<file path="src/rtl/id_counter_param_pkg.sv">
// Shared DPLL defaults and the period-length selector used by the I/D counter.
package id_counter_param_pkg;

    localparam int unsigned DPLL_DIV_N       = 4;
    localparam int unsigned DPLL_PEND_W      = 4;
    localparam int unsigned DPLL_SYNC_STAGES = 2;

    // Which period length is in force for the current output period.
    typedef enum logic [1:0] {
        TERM_NOM   = 2'd0,
        TERM_SHORT = 2'd1,
        TERM_LONG  = 2'd2
    } term_sel_e;

endpackage

</file>
<file path="src/rtl/id_sync_edge.sv">
// Multi-flop synchroniser followed by a rising-edge detector; one pulse per input rise.
module id_sync_edge
    import id_counter_param_pkg::*;
#(
    parameter int unsigned SYNC_STAGES = DPLL_SYNC_STAGES
) (
    input  logic clk,
    input  logic reset,
    input  logic d,
    output logic pulse
);

    logic [SYNC_STAGES-1:0] sync_q, sync_d;
    logic                   last_q, last_d;

    always_comb begin
        sync_d    = sync_q;
        sync_d[0] = d;
        for (int unsigned i = 1; i < SYNC_STAGES; i++) begin
            sync_d[i] = sync_q[i-1];
        end
        last_d = sync_q[SYNC_STAGES-1];
    end

    always_ff @(posedge clk or negedge reset) begin
        if (!reset) begin
            sync_q <= '0;
            last_q <= 1'b0;
        end else begin
            sync_q <= sync_d;
            last_q <= last_d;
        end
    end

    assign pulse = sync_q[SYNC_STAGES-1] & ~last_q;

endmodule

</file>
<file path="src/rtl/id_counter_param.sv">
// DPLL increment/decrement counter: divides clk by DIV_N, shortening or lengthening one
// period per queued correction held in a saturating signed accumulator.
module id_counter_param
    import id_counter_param_pkg::*;
#(
    parameter int unsigned DIV_N       = DPLL_DIV_N,
    parameter int unsigned PEND_W      = DPLL_PEND_W,
    parameter int unsigned SYNC_STAGES = DPLL_SYNC_STAGES
) (
    input  logic                     clk,
    input  logic                     reset,
    input  logic                     inc,
    input  logic                     dec,
    input  logic                     en,
    output logic                     id_out,
    output logic                     id_clk,
    output logic signed [PEND_W-1:0] pend,
    output logic                     sat
);

    localparam int unsigned CNT_W    = $clog2(DIV_N + 1);
    localparam int          PEND_MAX = (1 << (PEND_W - 1)) - 1;
    localparam int          PEND_MIN = -PEND_MAX - 1;

    logic                     inc_p, dec_p;
    logic [CNT_W-1:0]         cnt_q, cnt_d, term_val;
    term_sel_e                term_q, term_d;
    logic signed [PEND_W-1:0] pend_q, pend_d;
    logic                     id_out_q, id_out_d;
    logic                     id_clk_q, id_clk_d;
    logic                     sat_q, sat_d;
    int                       consume;
    int                       pend_sum;

    id_sync_edge #(.SYNC_STAGES(SYNC_STAGES)) u_sync_inc (
        .clk   (clk),
        .reset (reset),
        .d     (inc),
        .pulse (inc_p)
    );

    id_sync_edge #(.SYNC_STAGES(SYNC_STAGES)) u_sync_dec (
        .clk   (clk),
        .reset (reset),
        .d     (dec),
        .pulse (dec_p)
    );

    always_comb begin
        case (term_q)
            TERM_SHORT: term_val = CNT_W'(DIV_N - 2);
            TERM_LONG:  term_val = CNT_W'(DIV_N);
            default:    term_val = CNT_W'(DIV_N - 1);
        endcase
    end

    always_comb begin
        cnt_d    = cnt_q;
        term_d   = term_q;
        id_out_d = 1'b0;
        id_clk_d = id_clk_q;
        consume  = 0;
        if (en) begin
            if (cnt_q == term_val) begin
                cnt_d    = '0;
                id_out_d = 1'b1;
                id_clk_d = ~id_clk_q;
                // Next period's length is chosen from pend before this cycle's events land.
                if (pend_q[PEND_W-1]) begin
                    term_d  = TERM_LONG;
                    consume = -1;
                end else if (pend_q != '0) begin
                    term_d  = TERM_SHORT;
                    consume = 1;
                end else begin
                    term_d  = TERM_NOM;
                end
            end else begin
                cnt_d = cnt_q + CNT_W'(1);
            end
        end

        pend_sum = int'(pend_q) + int'(inc_p) - int'(dec_p) - consume;
        sat_d    = 1'b0;
        if (pend_sum > PEND_MAX) begin
            pend_sum = PEND_MAX;
            sat_d    = 1'b1;
        end else if (pend_sum < PEND_MIN) begin
            pend_sum = PEND_MIN;
            sat_d    = 1'b1;
        end
        pend_d = PEND_W'(pend_sum);
    end

    always_ff @(posedge clk or negedge reset) begin
        if (!reset) begin
            cnt_q    <= '0;
            term_q   <= TERM_NOM;
            pend_q   <= '0;
            id_out_q <= 1'b0;
            id_clk_q <= 1'b0;
            sat_q    <= 1'b0;
        end else begin
            cnt_q    <= cnt_d;
            term_q   <= term_d;
            pend_q   <= pend_d;
            id_out_q <= id_out_d;
            id_clk_q <= id_clk_d;
            sat_q    <= sat_d;
        end
    end

    assign id_out = id_out_q;
    assign id_clk = id_clk_q;
    assign pend   = pend_q;
    assign sat    = sat_q;

endmodule

</file>
<file path="config.mk">
export PLATFORM = sky130hd
export DESIGN_NAME = id_counter_param
export DESIGN_NICKNAME = d
export VERILOG_FILES = /design/src/rtl/id_counter_param_pkg.sv /design/src/rtl/id_sync_edge.sv /design/src/rtl/id_counter_param.sv
export SDC_FILE = /design/constraint.sdc
export NUM_CORES = 1
export LEC_CHECK = 0
export BUFFER_PORTS_ARGS = -buffer_cell sky130_fd_sc_hd__clkbuf_2
export CAP_MARGIN = 10
export CORE_MARGIN = 1.5
export CORE_UTILIZATION = 45
export DETAILED_ROUTE_END_ITERATION = 7
export GPL_TIMING_DRIVEN = 0
export MAX_ROUTING_LAYER = met4
export SETUP_SLACK_MARGIN = 0.2
export SLEW_MARGIN = 20
export SYNTH_ARGS = -nofsm -noshare
export SYNTH_HDL_FRONTEND = slang
export SYNTH_HIERARCHICAL = 1
export SYNTH_SLANG_ARGS = --single-unit
</file>
<file path="constraint.sdc">
create_clock -name clk -period 6.8 [get_ports clk]
set_input_delay 0.34 -clock clk [delete_from_list [all_inputs] [get_ports clk]]
set_output_delay 0.34 -clock clk [all_outputs]
set_load 0.02 [all_outputs]
</file>
==> impl_summary.md <==
Critical path
The slowest stage of the critical path belongs to the cell or4_1. STA classifies the critical path startpoint as a flip-flop. The arrival time of data at the critical path endpoint is 5570 ps.

The largest fanout of any net on the critical path is 5. The biggest cell delay along the critical path is 490 ps. The most numerous cell type found on the critical path is ha_1.

By startpoint and endpoint, the worst setup path is classified as reg2reg. STA classifies the critical path endpoint as a flip-flop. The reg2reg setup slack is 1390 ps. Traced cell by cell, the critical path runs through ha_1 -> xor2_1 -> nor3_1 -> nand2_1 -> a21o_1 -> fa_1 -> fa_1 -> ha_1 -> a21o_1 -> a21oi_1 -> nor2b_1 -> o21ai_0 -> nand2_1 -> ha_1 -> or4_1 -> nor3_1 -> o2111ai_1 -> o31ai_1 -> o21ai_1.

At the worst endpoint, the required time is 6960 ps.

Global route
The aggregate global routing overflow is 0. For this run, the total global-route usage over all layers was measured as 0.170. Entering global routing, the biggest net connects 19 pins. The number of global-route vias before repair is 1,009. The wire length of the first global-routing pass is 4300 um. The number of antenna violations at the first check in global routing is 0.

Clock tree
The library cell used as clock root buffer is clkbuf_4. The clock insertion delay at the later pin of the skew report is 290 ps. The clock tree from TritonCTS is yes. The total number of clock tree sinks is 18. The clock edge transition at the registers on the reported setup and hold paths is 100 ps. The number of clock buffers added by TritonCTS is 3. Once the clock tree was built, the resizer swapped 0 gates to a different size. CTS built an H-tree with a depth of 1.

The clock passes through at most 2 buffers.

Floorplanning
The area of the core is 0.00281 mm2. For this design the top-level I/O count stands at 12. The die area is 0.00337 mm2. The initial utilization of the core area, before any placement, comes to 0.486. Row generation in the floorplan step produced 19 rows.

The height of the chip is 58.0 um. The die is 58.0 um wide.

Timing
Setup violations remaining at the end of the flow were counted as 0. The routed design could run at a clock period as short as 5410 ps. Adding up every negative setup slack in the final design gives 0 ps. The number of slew-limit violations in the final report is 0. The timing-limited maximum frequency is 185 MHz. Setup repair after global routing left no endpoint under its margin. The transition time at the pin with the least slew margin is 422 ps. The count of final hold-check violations is 0. In the finished design, the share of the clock period the worst path needs comes to 0.795. Across the routed clock network, the largest skew measured is 1.24 ps. The worst max-slew margin expressed relative to the limit is 0.715.

Pwr
The worst-case IR drop observed on VDD is 192 uV. The internal portion of total power is 383 uW. The net switching power figure is 331 uW. Of the total power, combinational logic draws 0.682. The static leakage is 0.719 nW.

Of the total power, registers draw 0.229. The power density normalized to cell area is 475 mW/mm2. The design draws 714 uW. The share of total power in the clock network is 0.090.

Of the total power, the share spent switching nets is 0.464.

Synth
The share of synthesized area in the top cell type comes to 0.331. The register bit count reported by yosys is 18. Synthesis produced 137 cells. Counting instances in the post-synthesis netlist gives the leading cell types as 21 x ha_1, 18 x dfrtp_1, 18 x inv_1, 12 x nand2_1, 7 x nand2b_1. Of the synthesized area, sequential elements account for 0.331.

The cell area that synthesis handed to floorplanning was 0.00136 mm2. After synthesis, the mean cell area works out to 9.95 um2. Yosys mapped a number of flops with a built-in enable equal to 0.

The most used flip-flop cell after synthesis is dfrtp_1. By area the synthesized netlist is led by dfrtp_1 33%, ha_1 19%, inv_1 5.0%, fa_1 4.4%, xnor2_1 3.9%. The most common cell in the synthesized netlist is ha_1. The number of distinct library cells after synthesis is 38. The largest total area in the synthesized netlist belongs to dfrtp_1.

Synthesis produced a netlist with a net count of 166. The async set-or-reset flop fraction in the synthesized netlist is 1.00. During synthesis, Yosys emitted a total of 6 warnings.

Drt
For this block, the initial DRC count from the detailed router was 38. The number of remaining DRC errors is 0. The ratio of routed vias to standard cells is 5.33.

Wires add up to 2300 um. The total via count in the routed design is 980. The first-pass detailed-route iteration total is 4.

The detailed-route wire length per cell is 12.5 um. The remaining antenna violation count is 0.

Outcome
The flow ran to the end, and the final reports show no timing, DRC or antenna violations.

Hold path
In this run the worst hold path is classified as in2reg.

Placed design
In this run the tool buffered the top-level ports with 11 buffer cells. The standard cell area after detailed placement is 0.00146 mm2. The number of cells in the design after placement is 179.

The routability congestion estimate is 0.764. Detailed placement ended at an HPWL of 1940 um.

Job
Across the run, the number of max-cap violations was 0.

Finish
The final net count is 183. The repair_antennas step left the layout with diodes totalling 0. Compared with the post-synthesis result, the final layout area differs by 10.3%. The finished cells cover 0.00150 mm2. Of the cells placed in the final design, the portion with a size suffix greater than 1 is 0.144. The final non-filler cell total is 184.
## per-stage QoR
stage | util | worst slack (ps) | hold slack, ps
after global placement | 0.519 | 1400 | 292
after global routing | 0.536 | 851 | 129
after floorplan | - | 2000 | 44.4
final | 0.536 | 1390 | 151
after CTS | 0.536 | 1330 | 146
after detailed placement | 0.519 | 1350 | 303
## area by class of cell
cell class / count / area, um2
repair buffers: 12 / 65.1
flip-flops and latches: 18 / 450
clock buffers: 4 / 36.3
inverters: 18 / 67.6
plain buffers: 2 / 15.0
multi-input cells: 99 / 830
well taps: 31 / 38.8
fillers: 265 / 1300
## worst max-delay path: cells and delay by family, from the launching register on
family / cells / cell delay, ps
adder cells (fa/ha/maj): 5 / 1670
AO/OA/AOI/OAI: 7 / 1640
AND/OR/NAND/NOR: 6 / 1430
flip-flops: 1 / 420
XOR/XNOR: 1 / 140
## repair_timing
action	4_1_cts	5_1_grt
buffers inserted	0	0
endpoints found under the hold margin	18	0
hold buffers	1	0
endpoints found under the setup margin	0	0
## cells by family after synthesis
group / share of synthesized area
xor+xnor: 0.0514
compound gates: 0.128
mux: 0.00735
flops: 0.331
simple gates: 0.185
fa+ha+maj: 0.237
buf+inv: 0.0606
## state kept, by name (all words and copies together) (netlist names)
register / flops
id_out: 1
u_sync_inc/last_q: 1
cnt_q: 3
term_q: 2
sat: 1
u_sync_inc/sync_q: 2
id_clk: 1
pend: 4
u_sync_dec/sync_q: 2
u_sync_dec/last_q: 1
## cell usage in the layout (no fill, tap or decap), drive strengths merged, types with 3 or more instances in the layout
cell type / n
xnor2: 6
clkbuf: 16
nand2: 12
nand3: 4
fa: 3
a21oi: 3
ha: 21
nor3: 5
nand2b: 7
dfrtp: 18
nor2b: 5
inv: 18
o21ai: 7
or4: 3
## per-layer routing
layer  part of all wire  track usage  vias to the layer above
li1                   -            -                      504
met1               0.49        0.215                      464
met2               0.48        0.278                       10
met3              0.027       0.0402                        2
met4             0.0056       0.0399                        0
met5                  0            -                        -
## path summary, 6_finish.rpt
kind / startpoint / to / cells past startpoint
max: term_q[1]$_DFFE_PN0P_ / pend[1]$_DFF_PN0_ / 19
min: inc / u_sync_inc/sync_q[0]$_DFF_PN0_ / 1
max reg2reg: term_q[1]$_DFFE_PN0P_ / pend[1]$_DFF_PN0_ / 19
min reg2reg: u_sync_inc/sync_q[0]$_DFF_PN0_ / u_sync_inc/sync_q[1]$_DFF_PN0_ / 0
max in group asynchronous: reset / u_sync_inc/last_q$_DFF_PN0_ / 2
min in group asynchronous: reset / cnt_q[2]$_DFFE_PN0P_ / 2
## power by group through the flow
stage	clock network, mW	logic (mW)	registers, mW
CTS	0.0666	0.492	0.165
finish	0.0639	0.486	0.163
detailed placement	0	0.488	0.167
floorplan	0	0.374	0.177
global route	0.0725	0.568	0.168
global placement	0	0.479	0.165
(Power assumes the default switching activity.)
